**config.mk**
```make
export PLATFORM = sky130hd
export DESIGN_NAME = br_amba_axil2apb_bridge
export DESIGN_NICKNAME = d
export VERILOG_FILES = /design/src/rtl/br_amba_axil2apb_bridge.sv
export SDC_FILE = /design/constraint.sdc
export NUM_CORES = 1
export LEC_CHECK = 0
export ABC_AREA = 0
export BUFFER_PORTS_ARGS = -buffer_cell sky130_fd_sc_hd__clkbuf_2
export CORE_MARGIN = 2
export CORE_UTILIZATION = 48
export CTS_CLUSTER_SIZE = 40
export DETAILED_ROUTE_END_ITERATION = 6
export GPL_TIMING_DRIVEN = 0
export HOLD_SLACK_MARGIN = 0.02
export PLACE_DENSITY = 0.9
export SLEW_MARGIN = 20
export SYNTH_ARGS = -nofsm -noshare
export SYNTH_HDL_FRONTEND = slang
export SYNTH_SLANG_ARGS = --single-unit
```
**constraint.sdc**
```tcl
create_clock -name clk -period 3.1 [get_ports clk]
set_input_delay 0.155 -clock clk [delete_from_list [all_inputs] [get_ports clk]]
set_output_delay 0.155 -clock clk [all_outputs]
set_load 0.02 [all_outputs]
```
**src/rtl/br_amba_axil2apb_bridge.sv**
```systemverilog
// AXI4-Lite to APB4 requester bridge.
// One transaction in flight; round-robin read/write arbitration in IDLE,
// followed by an APB SETUP/ACCESS pair and an AXI response phase.
module br_amba_axil2apb_bridge #(
  parameter int AddrWidth = 12,
  parameter int DataWidth = 32
) (
  input  logic                     clk,
  input  logic                     rst,
  input  logic [AddrWidth-1:0]     axil_awaddr,
  input  logic [2:0]               axil_awprot,
  input  logic                     axil_awvalid,
  output logic                     axil_awready,
  input  logic [DataWidth-1:0]     axil_wdata,
  input  logic [DataWidth/8-1:0]   axil_wstrb,
  input  logic                     axil_wvalid,
  output logic                     axil_wready,
  output logic [1:0]               axil_bresp,
  output logic                     axil_bvalid,
  input  logic                     axil_bready,
  input  logic [AddrWidth-1:0]     axil_araddr,
  input  logic [2:0]               axil_arprot,
  input  logic                     axil_arvalid,
  output logic                     axil_arready,
  output logic [DataWidth-1:0]     axil_rdata,
  output logic [1:0]               axil_rresp,
  output logic                     axil_rvalid,
  input  logic                     axil_rready,
  output logic [AddrWidth-1:0]     apb_paddr,
  output logic                     apb_psel,
  output logic                     apb_penable,
  output logic [2:0]               apb_pprot,
  output logic                     apb_pwrite,
  output logic [DataWidth-1:0]     apb_pwdata,
  output logic [DataWidth/8-1:0]   apb_pstrb,
  input  logic [DataWidth-1:0]     apb_prdata,
  input  logic                     apb_pready,
  input  logic                     apb_pslverr
);

  localparam int StrobeWidth = DataWidth / 8;

  // Elaboration-time guard on legal parameter values.
  if (AddrWidth < 12) begin : g_bad_addr
    $error("br_amba_axil2apb_bridge: AddrWidth must be at least 12");
  end
  if (DataWidth != 8 && DataWidth != 16 && DataWidth != 32) begin : g_bad_data
    $error("br_amba_axil2apb_bridge: DataWidth must be 8, 16 or 32");
  end

  typedef enum logic [1:0] {
    IDLE   = 2'd0,
    SETUP  = 2'd1,
    ACCESS = 2'd2,
    RESP   = 2'd3
  } state_e;

  state_e                   state_q, state_d;
  logic                     last_wr_q, last_wr_d;
  logic [AddrWidth-1:0]     paddr_q, paddr_d;
  logic [2:0]               pprot_q, pprot_d;
  logic                     pwrite_q, pwrite_d;
  logic [DataWidth-1:0]     pwdata_q, pwdata_d;
  logic [StrobeWidth-1:0]   pstrb_q, pstrb_d;
  logic [1:0]               bresp_q, bresp_d;
  logic [1:0]               rresp_q, rresp_d;
  logic [DataWidth-1:0]     rdata_q, rdata_d;

  logic wr_cand, rd_cand, rd_win, wr_win;

  // Map the APB slave error flag onto an AXI response code.
  function automatic logic [1:0] slverr_to_resp(input logic slverr);
    return slverr ? 2'b10 : 2'b00;
  endfunction

  // A write needs both AW and W present; a lone candidate always wins,
  // a contest goes to whichever side was not served last.
  always_comb begin
    wr_cand = axil_awvalid & axil_wvalid;
    rd_cand = axil_arvalid;
    rd_win  = rd_cand & (~wr_cand | last_wr_q);
    wr_win  = wr_cand & ~rd_win;
  end

  // Next-state and datapath register selection for the transfer FSM.
  always_comb begin
    state_d   = state_q;
    last_wr_d = last_wr_q;
    paddr_d   = paddr_q;
    pprot_d   = pprot_q;
    pwrite_d  = pwrite_q;
    pwdata_d  = pwdata_q;
    pstrb_d   = pstrb_q;
    bresp_d   = bresp_q;
    rresp_d   = rresp_q;
    rdata_d   = rdata_q;
    unique case (state_q)
      IDLE: begin
        if (rd_win) begin
          paddr_d   = axil_araddr;
          pprot_d   = axil_arprot;
          pwrite_d  = 1'b0;
          pwdata_d  = '0;
          pstrb_d   = '0;
          last_wr_d = 1'b0;
          state_d   = SETUP;
        end else if (wr_win) begin
          paddr_d   = axil_awaddr;
          pprot_d   = axil_awprot;
          pwrite_d  = 1'b1;
          pwdata_d  = axil_wdata;
          pstrb_d   = axil_wstrb;
          last_wr_d = 1'b1;
          state_d   = SETUP;
        end
      end
      SETUP: begin
        state_d = ACCESS;
      end
      ACCESS: begin
        if (apb_pready) begin
          if (pwrite_q) begin
            bresp_d = slverr_to_resp(apb_pslverr);
          end else begin
            rresp_d = slverr_to_resp(apb_pslverr);
            rdata_d = apb_prdata;
          end
          state_d = RESP;
        end
      end
      RESP: begin
        // No new accept in the exit cycle: IDLE is only entered next cycle.
        if (pwrite_q ? axil_bready : axil_rready) begin
          state_d = IDLE;
        end
      end
      default: state_d = IDLE;
    endcase
  end

  // State and transaction registers; reset aborts any transfer in progress.
  always_ff @(posedge clk) begin
    if (rst) begin
      state_q   <= IDLE;
      last_wr_q <= 1'b1;
      paddr_q   <= '0;
      pprot_q   <= '0;
      pwrite_q  <= 1'b0;
      pwdata_q  <= '0;
      pstrb_q   <= '0;
      bresp_q   <= '0;
      rresp_q   <= '0;
      rdata_q   <= '0;
    end else begin
      state_q   <= state_d;
      last_wr_q <= last_wr_d;
      paddr_q   <= paddr_d;
      pprot_q   <= pprot_d;
      pwrite_q  <= pwrite_d;
      pwdata_q  <= pwdata_d;
      pstrb_q   <= pstrb_d;
      bresp_q   <= bresp_d;
      rresp_q   <= rresp_d;
      rdata_q   <= rdata_d;
    end
  end

  // Handshake and APB control outputs decoded from state.
  always_comb begin
    axil_awready = (state_q == IDLE) & wr_win;
    axil_wready  = (state_q == IDLE) & wr_win;
    axil_arready = (state_q == IDLE) & rd_win;
    apb_psel     = (state_q == SETUP) | (state_q == ACCESS);
    apb_penable  = (state_q == ACCESS);
    axil_bvalid  = (state_q == RESP) & pwrite_q;
    axil_rvalid  = (state_q == RESP) & ~pwrite_q;
  end

  assign apb_paddr  = paddr_q;
  assign apb_pprot  = pprot_q;
  assign apb_pwrite = pwrite_q;
  assign apb_pwdata = pwdata_q;
  assign apb_pstrb  = pstrb_q;
  assign axil_bresp = bresp_q;
  assign axil_rresp = rresp_q;
  assign axil_rdata = rdata_q;

endmodule

```
==> Word-level counts from Yosys, hierarchy flattened <==
Index checks and enable logic that the tools add are counted.
{ "totals": {"latchBits": 0, "mem_bits_ro": 0, "out_inout_bits": 95, "ramBits": 0, "mem_count": 0, "register_bits": 91, "elab_cells": 51} }
{ "classes": {"magnitude_cmp": 0, "shifts": 0, "reduce_logical": 6, "eq_ne": 6, "bitwise": 12, "multipliers": 0, "div": 0, "n_addsub": 0, "mux": 17} }
{ "op_table": {"columns": ["op", "count"], "rows": [
  ["$mux W32", 2],
  ["$mux W12", 2],
  ["$mux W2", 5],
  ["$reduce_and A3 Y1", 3],
  ["$mux W4", 2],
  ["$pmux W2 S4", 1],
  ["$and A1 B1 Y1", 7],
  ["$mux W3", 2],
  ["$eq A2 B2 Y1 const B", 2],
  ["$mux W1", 3],
  ["$ne A3 B3 Y1 const B", 1],
  ["$not A1 Y1", 3],
  ["$eq A2 B1 Y1 const B", 1],
  ["$logic_not A2 Y1", 1],
  ["$ne A2 B1 Y1 const B", 1],
  ["$ne A2 B2 Y1 const B", 1],
  ["$or A1 B1 Y1", 2],
  ["$reduce_and A2 Y1", 1],
  ["$reduce_bool A2 Y1", 1]
]} }

==> Longest topological paths before layout <==
{ "depth": {"ltp_word": 9, "depth_mapped": 8} }

==> Worst setup path before layout <==
Ideal clock, no wire load.
{ "synth_timing": {"kind": "register to output", "start": "register state_q[0]", "end": "output port axil_arready", "required_time_ns": 2.945, "path_buffers": 3, "stages_incl_launch_ff": 8, "slack_ns": 1.419, "arrival_ns": 1.526, "path_cell_list": "dfxtp_1 inv_1 ha_1 buf_4 inv_1 clkbuf_2 buf_2 nor3_1"} }
{ "synth_via": {"elab_chain_len": 2} }
{ "synth_lines": {"columns": ["element", "line_no", "source"], "rows": [
  ["from (decl)", "58", "state_e state_q, state_d;"],
  ["from (signal assigned)", "155", "state_q <= state_d;"],
  ["$logic_not A2 Y1", "172", "axil_arready = (state_q == IDLE) & rd_win;"],
  ["$and A1 B1 Y1", "172", null],
  ["to (decl)", "24", "output logic axil_arready,"]
]} }
Every way passes these cells.

==> Final worst setup path <==
{ "layout_timing": {"start": "register state_q[0]", "end": "output port axil_wready"} }
{ "layout_via": {"elab_chain_len": 2} }
{ "layout_lines": {"columns": ["element", "line_no", "source"], "rows": [
  ["$logic_not A2 Y1", "171", "axil_wready = (state_q == IDLE) & wr_win;"],
  ["$and A1 B1 Y1", "171", null],
  ["to (decl)", "17", "output logic axil_wready,"]
]} }
Every way passes these cells.

==> impl_results.md <==
* Drt drc at 0
* Setup Skew at 8.44 ps
* Final max-slew violation count at 0
* Leak Pwr at 2.29 nW
* GPL Wtd Cong at 0.884
* Num rows at 32
* Met3 GRT Util at 5.42%
* Largest net degree at the start of global routing at 15
* HPWL after DPL at 8370 um
* CP max stage cell: dfxtp_1
* Critical path class: reg -> out
* Skew-Pair Late Insertion Delay at 350 ps
* # IOs at 202
* Detailed-route wire length per cell at 14.3 um
* Status: finished clean
* Arr. time, crit path at 1980 ps
* Post-synthesis instance area at 0.00373 mm^2
* Finished Core Util at 67.6%
* Max_slew headroom at 52.3%
* Setup TNS at 0 ps
* CP endpoint kind: output port
* Commonest non-fill, non-tap cell in the layout: clkbuf_2
* F_max at 0.468 GHz
* Htree depth at 3
* NumNets Final at 766
* Clock Path Buffers at 2
* Total CTS buffers at 9
* Ys Warns at 0
* Minimum clock period at 2140 ps
* Via count at 3942
* Top Family by Delay on Critical Path: buffers and inverters
* Final Cycle Share at 69.0%
* Most frequent cells in the layout: 198 x clkbuf_2, 89 x dfxtp_1, 85 x a21oi_1, 70 x nand2_1, 53 x nand3_1
* Worst-path cell chain: inv_1, ha_1, buf_4, and3_1, buf_4, nand2_1, inv_1, buf_4, clkbuf_2
* Max_cap viols at 0
* Vias in the first global route at 3758
* Cell Pwr Density at 656 mW/mm^2
* Die Y at 92.1 um
* Slowest Stage Delay on Critical Path at 370 ps
* Post-synthesis sequential area ratio at 47.8%
* Gate Count Post-Synth at 438
* Global-route wire length before repair at 17500 um
* Fraction of layout cells with a size suffix above 1 at 39.8%
* CTS tree: built
* Post-Syn Area per Cell at 8.51 um^2
* Clock slew at reported path FFs at 90 ps
* Starting Density at 49.0%
* CP required at 2940 ps
* Root Buffer: clkbuf_8
* VDD IR max at 0.000395 V
* Resized cells post-CTS at 0
* CP max FO at 10
* Grt total ovfl at 0
* Worst Path Buf+Inv at 6
* Gr busiest metal: met2
* Setup violations, final at 0
* Final ANT Viol Nets at 0
* GRT Overall Usage at 25.6%
* #FFs+latches synth at 89
* Chip width at 92.1 um
* Port-buffer cells at 197
* CTS Sinks at 89
* First-pass detailed-route iteration total at 4
* Antenna diodes at 0
* Distinct cells, synth at 34
* Final hold vios at 0
* Drt initial violations at 163
* Worst-Margin Slew at 715 ps
* Via density at 5.17
* Min-delay worst type: in -> reg
* Register-to-register setup slack at 1360 ps
* DRT Wirelength at 10900 um
* Critical Path Most Common Cell: buf_4
* Die area at 0.00848 mm^2
* Met1 Track Usage GR at 30.7%
* GR Util met2 at 45.8%
* Initial antenna violation count at 0
* RSZ-0062 raised after global routing: false
* Critical Path Start Type: register
* Syn-to-layout area delta at 38.1%
* Area of the core at 0.00761 mm^2
-- through the flow --
step                instance area (um^2)  total power, mW  hold slack (ps)  setup slack (ps)  cells
floorplan                           3730             2.15              291              1420    439
global placement                    4840             2.50              380              1360    738
detailed placement                  4840             2.54              386              1320    738
CTS                                 5100             3.39             20.4               935    759
global route                        5140             3.56             20.4               827    763
finish                              5140             3.38             28.5               962    763
-- tightest hold or removal path, delay by kind of cell --
kind	cells	cell delay, ps
AOI/OAI and AO/OA	1	50
buffers and inverters	1	80
and+or+nand+nor	1	50
-- power by group --
group          switching (mW)  internal, mW
Combinational           0.737         0.416
Sequential             0.0828          1.29
Clock                   0.398         0.459
Total                    1.22          2.16
-- sequential cells by signal (all words and copies together) (netlist names) --
signal and flops:
axil_rresp 1, apb_pprot 3, axil_bresp 1, apb_pstrb 4, apb_paddr 12, apb_pwrite 1
state_q 2, axil_rdata 32, last_wr_q 1, apb_pwdata 32
-- routing by layer --
| layer | wire length, um | vias to the layer above | part of all wire, % |
|---|---|---|---|
| li1 | - | 1970 | - |
| met1 | 4460 | 1800 | 41 |
| met2 | 5640 | 155 | 51 |
| met3 | 674 | 17 | 6.2 |
| met4 | 174 | 0 | 1.6 |
| met5 | 0 | - | 0 |
-- layout make-up --
class	count	area [um^2]
clock buffers	12	135
fillers	652	2460
multi-input cells	299	1640
clock inverters	4	76.3
repair buffers	206	1080
well taps	102	128
inverters	7	26.3
flip-flops and latches	89	1780
plain buffers	44	278
-- path summary, 6_finish.rpt --
path | from | to | depth (start not counted)
setup / recovery | state_q[0] | axil_wready | 9
hold / removal | apb_prdata[2] | axil_rdata[2] | 3
setup reg to reg | state_q[0] | apb_paddr[7] | 7
hold reg to reg | axil_rdata[28] | axil_rdata[28] | 2
-- kinds of logic after synthesis --
family / count (synthesis) / synth area share (%)
DFF: 89 / 47.8
adders and majority gates: 3 / 1.01
other: 1 / 0.101
and+or+nand+nor: 133 / 16.0
buffers and inverters: 51 / 8.16
muxes: 3 / 0.806
AOI/OAI and AO/OA: 158 / 26.1
-- repair_timing --
| action | in CTS | in global routing |
|---|---|---|
| endpoints found under the setup margin | 0 | 0 |
| hold buffers | 5 | 4 |
| hold endpoints to repair | 5 | 4 |
| buffers inserted | 0 | 0 |
-- cells in the mapped netlist --
cell type   n  area [um^2]
and2_1      1         6.26
nor3_1      1         5.00
ha_1        3         37.5
a21oi_1    85          425
buf_12      2         40.0
inv_2       1         3.75
nand2_1    70          263
dfxtp_1    89         1780
nand3b_1    2         15.0
and2b_1     1         7.51
inv_1       6         22.5
o21ai_1     4         20.0
and3b_4     1         12.5
buf_2      15         75.1
a222oi_1    1         10.0
a211o_1     1         8.76
o211a_1     1         10.0
conb_1      1         3.75
nor2_1      2         7.51
nand3_1    53          265
buf_6       4         45.0
a311oi_2   10          150
clkbuf_2    1         5.00
clkbuf_1   13         48.8
o21ai_2     9         78.8
a311oi_1    5         43.8
o21ai_0    40          200
mux2i_1     3         30.0
and3_1      1         6.26
a21o_2      1         8.76
and3b_1     1         8.76
buf_4       8         60.1
a21oi_4     1         16.3
buf_1       1         3.75
Note: power is estimated with default switching activity, not from simulation.
